`config.mk`:
```
export PLATFORM = sky130hd
export DESIGN_NAME = unified_mem_arbiter
export DESIGN_NICKNAME = d
export VERILOG_FILES = /design/src/rtl/unified_mem_arbiter.sv
export SDC_FILE = /design/constraint.sdc
export NUM_CORES = 1
export LEC_CHECK = 0
export BUFFER_PORTS_ARGS = -buffer_cell sky130_fd_sc_hd__buf_2
export CAP_MARGIN = 15
export CELL_PAD_IN_SITES_DETAIL_PLACEMENT = 1
export CELL_PAD_IN_SITES_GLOBAL_PLACEMENT = 2
export CORE_MARGIN = 1.5
export CORE_UTILIZATION = 32
export CTS_CLUSTER_SIZE = 14
export DETAILED_ROUTE_END_ITERATION = 16
export PLACE_DENSITY_LB_ADDON = 0.1
export SKIP_CTS_REPAIR_TIMING = 1
export SLEW_MARGIN = 20
export SYNTH_ARGS = -nofsm -noshare
export SYNTH_HDL_FRONTEND = slang
export SYNTH_SLANG_ARGS = --single-unit
```
`constraint.sdc`:
```
create_clock -name clk -period 7.3 [get_ports clk]
set_clock_uncertainty 0.05 [all_clocks]
set_input_delay 1.46 -clock clk [delete_from_list [all_inputs] [get_ports clk]]
set_output_delay 1.46 -clock clk [all_outputs]
set_load 0.01 [all_outputs]
```
`src/rtl/unified_mem_arbiter.sv`:
```
// Round-robin arbiter that shares one single-ported memory between the
// instruction-fetch side (I) and the load/store side (D).
//
//   state | meaning
//   ------+---------------------------------------------------------------
//   IDLE  | sample requests and grant one side, then register the access
//   BUSY  | mem_req held with stable address and data, waiting for mem_ready
//   RESP  | one-cycle done pulse to the owner; requests are not sampled
module unified_mem_arbiter #(
    parameter int ADDR_W  = 32,
    parameter int DATA_W  = 32,
    parameter int TIMEOUT = 16
) (
    input  logic              clk,
    input  logic              rst,
    input  logic              iReq,
    input  logic [ADDR_W-1:0] iAddr,
    output logic [DATA_W-1:0] iRdata,
    output logic              iDone,
    input  logic              dRead,
    input  logic              dWrite,
    input  logic [ADDR_W-1:0] dAddr,
    input  logic [DATA_W-1:0] dWdata,
    output logic [DATA_W-1:0] dRdata,
    output logic              dDone,
    output logic              mem_req,
    output logic              mem_we,
    output logic [ADDR_W-1:0] mem_addr,
    output logic [DATA_W-1:0] mem_wdata,
    input  logic [DATA_W-1:0] mem_rdata,
    input  logic              mem_ready,
    output logic              busy,
    output logic              bus_err
);

    // TIMEOUT-1 always fits in clog2(TIMEOUT) bits for TIMEOUT >= 2
    localparam int CNT_W = $clog2(TIMEOUT);
    localparam logic [CNT_W-1:0] CNT_LAST = CNT_W'(TIMEOUT - 1);

    typedef enum logic [1:0] {IDLE, BUSY, RESP} state_t;

    state_t           state, state_nxt;
    logic             owner_d;   // 1 = D side owns the current access
    logic             last_d;    // 1 = D side was granted last
    logic [CNT_W-1:0] to_cnt;
    logic             d_req;
    logic             grant_any;
    logic             grant_d;
    logic             done_ok;
    logic             done_to;

    assign d_req     = dRead | dWrite;
    assign grant_any = iReq | d_req;
    // On a tie the side that did not win last time is granted
    assign grant_d   = d_req & (~iReq | ~last_d);
    assign done_ok   = (state == BUSY) & mem_ready;
    assign done_to   = (state == BUSY) & ~mem_ready & (to_cnt == CNT_LAST);
    assign busy      = (state != IDLE);

    // State register
    always_ff @(posedge clk or posedge rst) begin
        if (rst) state <= IDLE;
        else     state <= state_nxt;
    end

    // Next-state decode
    always_comb begin
        state_nxt = state;
        case (state)
            IDLE:    if (grant_any) state_nxt = BUSY;
            BUSY:    if (done_ok || done_to) state_nxt = RESP;
            RESP:    state_nxt = IDLE;
            default: state_nxt = IDLE;
        endcase
    end

    // Access registers, timeout counter, read-data capture and done pulses
    always_ff @(posedge clk or posedge rst) begin
        if (rst) begin
            owner_d   <= 1'b0;
            last_d    <= 1'b1;
            to_cnt    <= '0;
            mem_req   <= 1'b0;
            mem_we    <= 1'b0;
            mem_addr  <= '0;
            mem_wdata <= '0;
            iRdata    <= '0;
            dRdata    <= '0;
            iDone     <= 1'b0;
            dDone     <= 1'b0;
            bus_err   <= 1'b0;
        end else begin
            iDone <= 1'b0;
            dDone <= 1'b0;
            case (state)
                IDLE: begin
                    if (grant_any) begin
                        owner_d  <= grant_d;
                        last_d   <= grant_d;
                        mem_req  <= 1'b1;
                        mem_we   <= grant_d & dWrite;
                        mem_addr <= grant_d ? dAddr : iAddr;
                        to_cnt   <= '0;
                        if (grant_d) mem_wdata <= dWdata;
                    end
                end
                BUSY: begin
                    if (done_ok || done_to) begin
                        mem_req <= 1'b0;
                        to_cnt  <= '0;
                        if (owner_d) dDone <= 1'b1;
                        else         iDone <= 1'b1;
                        if (done_to) begin
                            // An aborted access returns zero rather than stale data
                            bus_err <= 1'b1;
                            if (owner_d) dRdata <= '0;
                            else         iRdata <= '0;
                        end else if (!mem_we) begin
                            if (owner_d) dRdata <= mem_rdata;
                            else         iRdata <= mem_rdata;
                        end
                    end else begin
                        to_cnt <= to_cnt + 1'b1;
                    end
                end
                default: ;
            endcase
        end
    end

endmodule
```
# ---- Word-level counts from Yosys, hierarchy flattened
# Cells that the tools add are included.
dict set report totals {
  ff_bits 141
  out_inout_bits 134
}
dict set report classes {
  n_addsub 1
  n_eq_ne 5
  mux 24
  bitwise_logic 12
  n_reduce_logical 12
}
# operator n
set ops {}
lappend ops {{$mux 32} 9}
lappend ops {{$reduce_and 3->1} 3}
lappend ops {{$mux 1} 8}
lappend ops {{$mux 4} 2}
lappend ops {{$pmux 4 s2} 1}
lappend ops {{$reduce_and 4->1} 2}
lappend ops {{$reduce_and 2->1} 3}
lappend ops {{$and 1x1->1} 5}
lappend ops {{$add 4x1->4 const B} 1}
lappend ops {{$eq 4x4->1 const B} 1}
lappend ops {{$mux 2} 2}
lappend ops {{$ne 2x1->1 const B} 2}
lappend ops {{$not 1->1} 4}
lappend ops {{$pmux 2 s2} 1}
lappend ops {{$reduce_bool 2->1} 2}
lappend ops {{$or 1x1->1} 3}
lappend ops {{$eq 2x1->1 const B} 1}
lappend ops {{$logic_not 2->1} 1}
lappend ops {{$ne 2x2->1 const B} 1}
lappend ops {{$pmux 1 s2} 1}
lappend ops {{$logic_or 1x1->1} 1}

# ---- Depth between registers and ports, before layout
# Gate-level depths: netlist (run 1).
dict set report logic_depth {
  ltp_word 6
  mapped_depth 6
}

# ---- Worst setup path after synthesis (run 1)
# Ideal clock, no wire load.
dict set report synth_path {
  kind {input to register}
  start {input port dWrite}
  end {register mem_addr[10]}
  setup_time_ns 0.125
  t_arrival_ns 2.470
  required_ns 7.125
  setup_slack_ns 4.656
  stages 4
  path_buffers 1
  cell_sequence {a2bb2oi_4 -> buf_2 -> mux2_2 -> mux2_2}
}
dict set report synth_between {
  elab_chain_cells 3
  elab_cells_between_ends 5
  cone_classes {1 x mux; 3 x bitwise; 1 x reduce/logical}
}
# element line_no
set synth_rtl {}
lappend synth_rtl {{from (decl)} 21} ;# input logic dWrite,
lappend synth_rtl {{$or 1x1->1 (*)} 52} ;# assign d_req = dRead | dWrite;
lappend synth_rtl {{$and 1x1->1 or $or 1x1->1 (tied branches)} {55, 53}}
lappend synth_rtl {{$mux 32 or $reduce_and 2->1 (tied branches)} n/a}
lappend synth_rtl {{to (signal assigned)} 102} ;# mem_addr <= grant_d ? dAddr : iAddr;
lappend synth_rtl {{to (decl)} 28} ;# output logic [ADDR_W-1:0] mem_addr,
# Every way passes the cells marked *; elsewhere a longest branch is shown, timed or not.
# A chain may end at the register's enable or synchronous reset.

# ---- Worst setup path after layout (run 1)
dict set report layout_path {
  start {input port iReq}
  end {register mem_wdata[12]}
}
dict set report layout_between {
  elab_chain_cells 4
  elab_cells_between_ends 5
  cone_classes {4 x bitwise; 1 x reduce/logical}
}
# element line_no
set layout_rtl {}
lappend layout_rtl {{from (decl)} 16} ;# input logic iReq,
lappend layout_rtl {{$not 1->1} 55} ;# assign grant_d = d_req & (~iReq | ~last_d);
lappend layout_rtl {{$or 1x1->1} 55}
lappend layout_rtl {{$and 1x1->1} 55}
lappend layout_rtl {{$reduce_and 3->1 (no source line) (*)} n/a}
lappend layout_rtl {{to (signal assigned)} 104} ;# if (grant_d) mem_wdata <= dWdata;
lappend layout_rtl {{to (decl)} 29} ;# output logic [DATA_W-1:0] mem_wdata,
# Marks and branches as above.

==> impl_results.md, run 1 <==
* Row cnt at 52
* CTS root buf: clkbuf_16
* Number of routed nets with antenna violations at 0
* Fill cells at 2335
* Initial antenna violation count at 2
* Slew Limit Fails at 0
* DPL Wire Length at 14.63 mm
* Sequential share of the synthesized area at 52.21%
* Area Overhead vs Synth at 31.22%
* Relative slew slack at 29.18%
* First-pass GRT wire length at 33.52 mm
* Die span in y at 148.3 um
* Vias in the first global route at 6111
* Setup violators final at 0
* Drt wl/cell at 18.64 um
* Yosys reg bits at 141
* RSZ-0062 raised after global routing: false
* Area of the multi-input gates at 2821 um^2
* Top-level I/O count at 268
* Largest stage delay, worst path at 0.83 ns
* Placed insts at 1082
* Clock share of power at 23.2%
* Worst Path Buf+Inv at 1
* DR vias/cell at 4.903
* Setup TNS at 0 ns
* Total area of sequential cells at 3533 um^2
* Grt total ovfl at 0
* Synth cell types at 46
* CP max-delay cell: a2bb2oi_4
* Switching power total at 1.548 mW
* Max Clock Freq at 288.7 MHz
* Ys flop type: dfrtp_1
* Worst-path clk slew at 0.06 ns
* Syn nets at 719
* Die area at 22010 um^2
* Pin count of the biggest net entering global routing at 97
* Clock Tree Buf Depth at 2
* Crit share post-route at 47.46%
* Clk Latency, worst-skew pair at 0.41 ns
* Routed WL at 20.79 mm
* Most instantiated cells after synthesis: dfrtp_1, mux2_2, nand2_1
* Post-synth ARST share at 100.0%
* GPL Wtd Cong at 0.7261
* Tightest Hold Check Type: flip-flop to flip-flop
* Final #Nets at 966
* Share of layout cells above drive strength 1 at 52.37%
* Yosys warnings at 0
* Non-Filler Instances at 1115
* P_leak at 4.254 nW
* Synthesized cell area at 6760 um^2
* Final Hold Violating Endpoints at 0
* Status: complete, no violations
* Dominant cells by area after synthesis: dfrtp_1, mux2_2, o221ai_2, nand2_1, nand3_1
* Post-Syn Area per Cell at 11.58 um^2
* Startpoint types: input port
* CP Cell Sequence: buf_2, a2bb2oi_4, nand2_2, mux2_1
* Core ar. at 20490 um^2
* Logic gate share of total power at 42.8%
* Final min period at 3.464 ns
* CTS tree: done
* Clock buffer count from CTS at 17
* CP top delay family: compound AO/OA/AOI/OAI gates
* PnR worst setup slack at 3.836 ns
* Power density over cell area at 456.1 nW/um^2
* DRC at 0
* CTS H-tree depth at 4
* Vias post-DR at 5467
* Critical Path RT at 7.54 ns
* Number of flops mapped to enable cells by yosys at 0
* Gr usage total at 19.71%
* Area share of the largest cell type after synthesis at 51.82%
* 1st-iter DRT viols at 122
* Sw frac at 38.26%
* Drt pass-1 iters at 4
* WP data arrival at 3.71 ns
* Die Wd at 148.3 um
* Maxcap violations at 0
* Reg power frac at 34.0%
* Post-Synthesis Cells at 584
* Worst IR Drop VDD at 0.0001746 V
* Worst-path fanout max at 34
* Cell taking the most area after synthesis: dfrtp_1
* Setup CP Type: input port to flip-flop
* Power, Total at 4.046 mW
* Port bufs at 267
* CP Capture Type: flip-flop
* CTS Sinks at 141
* Worst slew pin tran at 1.059 ns
* Int Pwr at 2.498 mW
* Initial Util at 32.99%
* Pre-CTS WS at 3.311 ns
* Hold WS at 0.4261 ns
* Most frequent cell after synthesis: dfrtp_1
-- worst paths after layout --
path | startpoint | endpoint | slack [ns] | depth (start not counted)
max reg2reg | state[0] | dRdata[29] | 4.53 | 4
min reg2reg | bus_err | bus_err | 0.43 | 1
min | bus_err | bus_err | 0.43 | 1
max | iReq | mem_wdata[12] | 3.84 | 4
min in group asynchronous | rst | mem_wdata[14] | 1.12 | 2
max in group asynchronous | rst | mem_wdata[17] | 4.74 | 3
-- stage by stage --
stage | util (%) | instance area [um^2]
6_report | 43.28 | 8871
3_5_place_dp | 40.15 | 8229
3_3_place_gp | 40.15 | 8229
2_1_floorplan | - | 6760
5_1_grt | 43.27 | 8869
4_1_cts | 43.25 | 8865
-- cells in the final DEF (no fill, tap or decap), types with 2 or more instances in the layout --
| cell type | n |
|---|---|
| o221ai_2 | 27 |
| buf_4 | 6 |
| a31oi_1 | 28 |
| a21o_1 | 2 |
| nand2_1 | 70 |
| and2_1 | 28 |
| clkinv_4 | 4 |
| nor3_1 | 3 |
| inv_1 | 36 |
| or2_2 | 2 |
| mux2_2 | 94 |
| o221ai_1 | 4 |
| mux2_1 | 2 |
| o21ai_0 | 33 |
| nor2_1 | 3 |
| inv_6 | 5 |
| bufinv_16 | 4 |
| o211ai_2 | 3 |
| nand3_1 | 38 |
| clkbuf_16 | 17 |
| dfrtp_1 | 139 |
| buf_2 | 267 |
| clkinvlp_4 | 2 |
-- metal layers --
layer / track usage, % / share of wire [%]
met1: 23.45 / 41
met2: 33.20 / 49
met5: 0 / 0.077
met3: 7.239 / 7.9
met4: 6.139 / 1.7
-- state kept, by name, summed over array words and instances, names as in the netlist, 2 cells and up --
name and cells:
to_cnt 4, dRdata 32, state 2, iRdata 32
mem_wdata 32, mem_addr 32
-- worst reg2reg max path, stage by stage (launching register included) --
cell      delay (ns)
dfrtp_1         0.57
or3b_4          0.47
nor2_4          0.72
buf_4           0.57
o221ai_1        0.22
-- cells by family (layout without fill, tap and decap cells) --
logic type	Yosys count	in the layout	share of synthesized area [%]
DFF	141	141	52.21
muxes	96	96	15.99
and+or+nand+nor	155	155	11.36
buffers and inverters	84	344	6.515
AOI/OAI and AO/OA	107	107	13.73
other	0	1	0
adders and majority gates	1	1	0.1851
-- power groups by stage --
stage          clock, mW  combinational (mW)  sequential [mW]
3_3_place_gp           0                1.71             1.36
2_1_floorplan          0               0.984             1.50
3_5_place_dp           0                1.77             1.38
5_1_grt             1.00                1.91             1.44
6_report           0.938                1.73             1.38
4_1_cts            0.965                1.77             1.38
-- cell type report --
cell class	instances	area share, %
repair buffers	274	15.70
multi-input cells	359	31.81
clock inverters	15	2.370
flip-flops and latches	141	39.83
inverters	38	1.664
well taps	270	3.808
diodes	1	0.02821
clock buffers	17	4.795
No activity file was read; power rests on OpenSTA's default activity.
==> run 2: changes to the inputs <==
--- a/config.mk
+++ b/config.mk
@@ -5,12 +5,13 @@
 export SDC_FILE = /design/constraint.sdc
 export NUM_CORES = 1
 export LEC_CHECK = 0
+export ABC_AREA = 1
 export BUFFER_PORTS_ARGS = -buffer_cell sky130_fd_sc_hd__buf_2
 export CAP_MARGIN = 15
 export CELL_PAD_IN_SITES_DETAIL_PLACEMENT = 1
 export CELL_PAD_IN_SITES_GLOBAL_PLACEMENT = 2
 export CORE_MARGIN = 1.5
-export CORE_UTILIZATION = 32
+export CORE_UTILIZATION = 24
 export CTS_CLUSTER_SIZE = 14
 export DETAILED_ROUTE_END_ITERATION = 16
 export PLACE_DENSITY_LB_ADDON = 0.1
==> constraint.sdc (replaced) <==
create_clock -name clk -period 2.95 [get_ports clk]
set_clock_uncertainty 0.05 [all_clocks]
set_input_delay 0.59 -clock clk [delete_from_list [all_inputs] [get_ports clk]]
set_output_delay 0.59 -clock clk [all_outputs]
set_load 0.01 [all_outputs]
==> run 2 against run 1 <==
Net effect: combinational power grew 100%; flip-flop and latch count did not move; die area is 23% higher; clock power up 130%; register-to-register slack got worse by 3.6 ns; setup slack lost 2.9 ns; first-iteration DRC count rose by 32%; final area fell by 6.3%; global-route usage is 3.6 points lower.
==> impl_results.md, run 2 <==
* Clock Tree Buf Depth at 2 (unchanged)
* Switching power total at 3.655 mW (was 1.548 mW)
* CTS H-tree depth at 4 (unchanged)
* Area share of the largest cell type after synthesis at 55.96% (was 51.82%)
* Largest stage delay, worst path at 0.59 ns (was 0.83 ns)
* Vias in the first global route at 5934 (was 6111)
* DR vias/cell at 4.236 (was 4.903)
* Post-Syn Area per Cell at 8.660 um^2 (was 11.58 um^2)
* Origin of the critical flop-to-flop path: to_cnt[0] (was state[0])
* Top-level I/O count at 268 (unchanged)
* Synth cell types at 26 (was 46)
* Setup TNS at 0 ns (unchanged)
* Number of routed nets with antenna violations at 0 (unchanged)
* Worst Setup SP: to_cnt[0] (was iReq)
* Sw frac at 40.74% (was 38.26%)
* Final min period at 1.983 ns
* Max Clock Freq at 504.2 MHz
* Die Wd at 164.5 um (was 148.3 um)
* Reg2reg path depth at 8 (was 4)
* Routed WL at 21.17 mm (was 20.79 mm)
* Pin count of the biggest net entering global routing at 89 (was 97)
* Startpoint types: flip-flop (was input port)
* CP Depth at 8 (was 4)
* Max Used Layer: met4 (was met5)
* R2R setup slack at 0.97 ns (was 4.53 ns)
* Dominant cells by area after synthesis: dfrtp_1, nand2_1, nand3_1, nor2_1, o21ai_0 (was dfrtp_1, mux2_2, o221ai_2, nand2_1, nand3_1)
* P_leak at 4.662 nW (was 4.254 nW)
* CTS root buf: clkbuf_16 (unchanged)
* Drt wl/cell at 16.02 um (was 18.64 um)
* Post-Synthesis Cells at 723 (was 584)
* Area Overhead vs Synth at 32.79% (was 31.22%)
* Grt total ovfl at 0 (unchanged)
* Most frequent cell after synthesis: nand2_1 (was dfrtp_1)
* Worst Setup EP: iRdata[1] (was mem_wdata[12])
* Relative slew slack at 37.34% (was 29.18%)
* Gr usage total at 16.08% (was 19.71%)
* Setup CP Type: flip-flop to flip-flop (was input port to flip-flop)
* Initial antenna violation count at 1 (was 2)
* Syn nets at 858 (was 719)
* CTS tree: done (unchanged)
* Worst slew pin tran at 0.9389 ns (was 1.059 ns)
* Initial Util at 24.65% (was 32.99%)
* CP Capture Type: flip-flop (unchanged)
* Crit share post-route at 67.23%
* Worst R2R End: iRdata[1] (was dRdata[29])
* Cell taking the most area after synthesis: dfrtp_1 (unchanged)
* Yosys warnings at 0 (unchanged)
* CP Cell Sequence: ha_1, nand2_2, inv_2, nand3_2, nand2_4, buf_4, nand3_1, nand2_1 (was buf_2, a2bb2oi_4, nand2_2, mux2_1)
* Row cnt at 58 (was 52)
* Final Hold Violating Endpoints at 0 (unchanged)
* Reg power frac at 37.2% (was 34.0%)
* Pre-CTS WS at 0.7682 ns (was 3.311 ns)
* Tightest Hold Check Type: input port to async pin (was flip-flop to flip-flop)
* 1st-iter DRT viols at 161 (was 122)
* Port bufs at 267 (unchanged)
* Worst-path clk slew at 0.06 ns (about the same)
* Worst-path fanout max at 64 (was 34)
* Core ar. at 25400 um^2 (was 20490 um^2)
* Yosys reg bits at 141 (unchanged)
* Power density over cell area at 1079 nW/um^2 (was 456.1 nW/um^2)
* CP top delay family: buffers and inverters (was compound AO/OA/AOI/OAI gates)
* Maxcap violations at 0 (unchanged)
* DPL Wire Length at 14.04 mm (was 14.63 mm)
* Commonest cells after routing, fill and taps aside: nand2_1, buf_2, dfrtp_1, nor2_1, nand3_1 (was buf_2, dfrtp_1, mux2_2, nand2_1, nand3_1)
* Vias post-DR at 5596 (was 5467)
* Critical Path RT at 3.25 ns (was 7.54 ns)
* Int Pwr at 5.316 mW (was 2.498 mW)
* Met3 wire length at 1.449 mm (was 1.637 mm)
* Post-synth ARST share at 100.0% (unchanged)
* Synthesized cell area at 6261 um^2 (was 6760 um^2)
* Worst Path Buf+Inv at 2 (was 1)
* Clk Latency, worst-skew pair at 0.41 ns (about the same)
* DRC at 0 (unchanged)
* Setup violators final at 0 (unchanged)
* Most instantiated cells after synthesis: nand2_1, dfrtp_1, nor2_1 (was dfrtp_1, mux2_2, nand2_1)
* Ys flop type: dfrtp_1 (unchanged)
* Number of flops mapped to enable cells by yosys at 0 (unchanged)
* Share of layout cells above drive strength 1 at 33.64% (was 52.37%)
* PnR worst setup slack at 0.9667 ns (was 3.836 ns)
* Slew Limit Fails at 0 (unchanged)
* Drt pass-1 iters at 4 (unchanged)
* Status: complete, no violations (unchanged)
* GPL Wtd Cong at 0.7163 (was 0.7261)
* Clock share of power at 24.3% (was 23.2%)
* Worst IR Drop VDD at 0.0004137 V (was 0.0001746 V)
* RSZ-0062 raised after global routing: false (unchanged)
* WP data arrival at 2.29 ns (was 3.71 ns)
* Final #Nets at 1112 (was 966)
* Clock buffer count from CTS at 17 (unchanged)
* Logic gate share of total power at 38.5% (was 42.8%)
* Met2 WL at 10.14 mm (was 10.25 mm)
* Commonest non-fill, non-tap cell in the layout: nand2_1 (was buf_2)
* Hold WS at 0.2319 ns (was 0.4261 ns)
* Sequential share of the synthesized area at 56.37% (was 52.21%)
* Wl on met1 at 9.412 mm (was 8.543 mm)
* Die area at 27070 um^2 (was 22010 um^2)
* First-pass GRT wire length at 33.13 mm (was 33.52 mm)
* CTS Sinks at 141 (unchanged)
* Die span in y at 164.5 um (was 148.3 um)
* CP max-delay cell: buf_4 (was a2bb2oi_4)
run 2: changes by cell type in the layout (fill, tap and decap cells not counted), sizes merged, moves of 8 or more:
cell / delta
nand2: +208
inv: +8
mux2: -96
o21ai: +34
a31oi: -28
and2: -28
o221ai: -31
nand3: +32
nor2: +71
run 2: logic make-up (layout without fill, tap and decap cells):
family                   count (synthesis)  count (layout)  synth area share [%]
XOR/XNOR                                 1               1                0.1399
AO/OA/AOI/OAI                           70              70                 5.875
other                                    0               1                     0
AND/OR/NAND/NOR                        425             425                 28.64
buffers and inverters                   85             352                 8.773
flip-flops                             141             141                 56.37
adder cells (fa/ha/maj)                  1               1                0.1998
run 2: worst min path at each step:
stage | startpoint | endpoint | slack (ns)
finish | rst | mem_req | 0.23
CTS | rst | mem_addr[13] | 0.22
global route | rst | mem_req | 0.24
global placement | dRdata[10] | dRdata[10] | 0.40
detailed placement | mem_wdata[20] | mem_wdata[20] | 0.40
floorplan | last_d | last_d | 0.39
run 2: cell type report:
class / count / area (um^2)
clock buffers: 20 / 466.7
repair buffers: 275 / 1421
fillers: 3127 / 17090
diodes: 1 / 2.502
inverters: 45 / 172.7
multi-input cells: 497 / 2182
flip-flops and latches: 141 / 3530
well taps: 330 / 412.9
clock inverters: 12 / 126.4
run 2: stage by stage:
step / total power [mW] / instance area [um^2] / cells / utilization (%)
2_1_floorplan: 5.553 / 6265 / 723 / -
5_1_grt: 9.787 / 8314 / 1321 / 32.73
4_1_cts: 9.211 / 8312 / 1320 / 32.72
6_report: 8.971 / 8314 / 1321 / 32.73
3_3_place_gp: 6.923 / 7719 / 1288 / 30.39
3_5_place_dp: 6.955 / 7719 / 1288 / 30.39
run 2: routing by layer:
layer | track usage, % | vias up
met5 | 0 | -
met4 | 3.317 | 0
met3 | 5.249 | 10
met2 | 27.18 | 155
met1 | 20.01 | 2672
li1 | - | 2759
run 2: power by group through the flow:
| stage | Clock [mW] | Sequential (mW) | Combinational, mW |
|---|---|---|---|
| after global placement | 0 | 3.36 | 3.56 |
| after CTS | 2.27 | 3.35 | 3.59 |
| after detailed placement | 0 | 3.37 | 3.58 |
| after floorplan | 0 | 3.73 | 1.82 |
| final | 2.18 | 3.34 | 3.46 |
| after global routing | 2.34 | 3.47 | 3.97 |
run 2: worst register-to-register path, delay by kind of cell, from the launching register on:
family	cells	cell delay, ns
buffers and inverters	2	0.67
adders and majority gates	1	0.24
DFF	1	0.39
and+or+nand+nor	5	0.59
==> run 3: changes to the inputs <==
==> constraint.sdc (replaced) <==
create_clock -name clk -period 1.7 [get_ports clk]
set_clock_uncertainty 0.05 [all_clocks]
set_input_delay 0.34 -clock clk [delete_from_list [all_inputs] [get_ports clk]]
set_output_delay 0.34 -clock clk [all_outputs]
set_load 0.01 [all_outputs]
==> run 3 against run 2 <==
Net effect: register-to-register slack got worse by 0.85 ns; worst hold slack lost 0.17 ns; power is 82% higher; sequential power rose by 73%; sequential share of layout area shrank 1.7 points; final cell count increased by 1.4%; core utilization rose by 1.3 points; critical path type is now flip-flop to output port; setup slack lost 0.86 ns; first-iteration DRC count is 12% higher; highest routed layer unchanged.
==> impl_results.md, run 3 (synthesized netlist as in run 2, its figures left out) <==
* Tightest Hold Check Type: input port to flip-flop (was input port to async pin)
* Vias post-DR at 5683 (was 5596)
* CTS Sinks at 141 (unchanged)
* Worst slew pin tran at 0.4250 ns (was 0.9389 ns)
* GPL Wtd Cong at 0.7086 (was 0.7163)
* Area Overhead vs Synth at 38.21% (was 32.79%)
* DR vias/cell at 4.244 (was 4.236)
* Largest stage delay, worst path at 0.41 ns (was 0.59 ns)
* Origin of the critical flop-to-flop path: to_cnt[0] (unchanged)
* PnR worst setup slack at 0.1024 ns (was 0.9667 ns)
* Commonest cells after routing, fill and taps aside: nand2_1, buf_2, dfrtp_1, nor2_1, nand3_1 (unchanged)
* WP data arrival at 1.21 ns (was 2.29 ns)
* CTS root buf: clkbuf_16 (unchanged)
* Die span in y at 164.5 um (unchanged)
* Final Hold Violating Endpoints at 0 (unchanged)
* Status: complete, no violations (unchanged)
* Port bufs at 267 (unchanged)
* CTS tree: done (unchanged)
* Setup CP Type: flip-flop to output port (was flip-flop to flip-flop)
* Final #Nets at 1131 (was 1112)
* CTS H-tree depth at 4 (unchanged)
* Gr usage total at 16.00% (was 16.08%)
* Fill cells at 3113 (was 3127)
* Maxcap violations at 0 (unchanged)
* Worst-path clk slew at 0.07 ns (was 0.06 ns)
* Core ar. at 25400 um^2 (unchanged)
* First-pass GRT wire length at 33.03 mm (was 33.13 mm)
* Core Util, Final at 34.07% (was 32.73%)
* Worst R2R End: dRdata[10] (was iRdata[1])
* Power density over cell area at 1883 nW/um^2 (was 1079 nW/um^2)
* Relative slew slack at 71.61% (was 37.34%)
* Initial Util at 24.65% (unchanged)
* CP Depth at 3 (was 8)
* Commonest non-fill, non-tap cell in the layout: nand2_1 (unchanged)
* Max Clock Freq at 625.9 MHz
* CP max-delay cell: dfrtp_1 (was buf_4)
* Routed WL at 20.75 mm (was 21.17 mm)
* Hold WS at 0.06424 ns (was 0.2319 ns)
* Worst-path fanout max at 3 (was 64)
* Number of routed nets with antenna violations at 0 (unchanged)
* Top-level I/O count at 268 (unchanged)
* Grt total ovfl at 0 (unchanged)
* Die Wd at 164.5 um (unchanged)
* DRC at 0 (unchanged)
* Critical Path RT at 1.31 ns (was 3.25 ns)
* DPL Wire Length at 14.80 mm (was 14.04 mm)
* CP top delay family: flip-flops (was buffers and inverters)
* Worst Path Buf+Inv at 2 (unchanged)
* Die area at 27070 um^2 (unchanged)
* RSZ-0062 raised after global routing: true (was false)
* Row cnt at 58 (unchanged)
* Clock Tree Buf Depth at 2 (unchanged)
* Vias in the first global route at 6139 (was 5934)
* Worst Setup SP: state[1] (was to_cnt[0])
* Final min period at 1.598 ns
* Drt pass-1 iters at 4 (unchanged)
* Worst IR Drop VDD at 0.0006414 V (was 0.0004137 V)
* Setup violators final at 0 (unchanged)
* Crit share post-route at 93.98%
* Slew Limit Fails at 0 (unchanged)
* Reg2reg path depth at 8 (unchanged)
* Pin count of the biggest net entering global routing at 48 (was 89)
* Worst Setup EP: busy (was iRdata[1])
* R2R setup slack at 0.12 ns (was 0.97 ns)
* CP Capture Type: output port (was flip-flop)
* Clk Latency, worst-skew pair at 0.41 ns (about the same)
* Drt wl/cell at 15.49 um (was 16.02 um)
* Pre-CTS WS at 0.07195 ns (was 0.7682 ns)
* CP Cell Sequence: inv_2, nand2_2, buf_2 (was ha_1, nand2_2, inv_2, nand3_2, nand2_4, buf_4, nand3_1, nand2_1)
* Clock buffer count from CTS at 17 (unchanged)
* P_leak at 4.824 nW (was 4.662 nW)
* Initial antenna violation count at 0 (was 1)
* 1st-iter DRT viols at 180 (was 161)
* Share of layout cells above drive strength 1 at 34.82% (was 33.64%)
* Startpoint types: flip-flop (unchanged)
-- run 3: per-layer routing --
| layer | share of wire (%) | track usage (%) |
|---|---|---|
| met1 | 42 | 19.04 |
| met2 | 49 | 27.33 |
| met3 | 8.0 | 5.550 |
| met4 | 0.95 | 4.423 |
| met5 | 0 | 0 |
-- run 3: final cells by class --
class                           count  area [um^2]  area share [%]
Sequential cell                   141         3530           40.79
Multi-Input combinational cell    497         2187           25.27
Timing Repair Buffer              294         1704           19.69
Clock buffer                       18        429.2           4.960
Tap cell                          330        412.9           4.772
Clock inverter                     13        215.2           2.487
Inverter                           45        172.7           1.995
Antenna cell                        1        2.502         0.02892
-- run 3: how the worst min path moves through the flow --
stage / from / depth (start not counted) / slack [ns] / to
final: dWdata[26] / 3 / 0.06 / mem_wdata[26]
after global routing: dWdata[2] / 3 / 0.06 / mem_wdata[2]
after detailed placement: rst / 2 / 0.32 / iRdata[28]
after global placement: rst / 2 / 0.32 / iRdata[28]
after floorplan: last_d / 2 / 0.39 / last_d
after CTS: rst / 2 / -0.14 / iRdata[28]
-- run 3: worst min-delay path, stage by stage --
cell and delay, ns:
buf_2 0.07, nand2_1 0.04, nand2_1 0.05
-- run 3: report_power, final --
group          switching, mW  total (mW)  internal (mW)
logic                   3.90        6.35           2.45
clock network           1.54        4.16           2.61
registers              0.868        5.79           4.92
total                   6.31        16.3           9.99
-- run 3: stage by stage --
| stage | TNS [ns] | power [mW] | cells | cell area [um^2] |
|---|---|---|---|---|
| 3_3_place_gp | 0 | 12.37 | 1306 | 7991 |
| 5_1_grt | -0.002777 | 17.71 | 1338 | 8651 |
| 3_5_place_dp | 0 | 12.41 | 1306 | 7991 |
| 4_1_cts | -0.03502 | 16.70 | 1337 | 8636 |
| 6_report | 0 | 16.30 | 1339 | 8653 |
| 2_1_floorplan | -63.35 | 9.636 | 723 | 6265 |
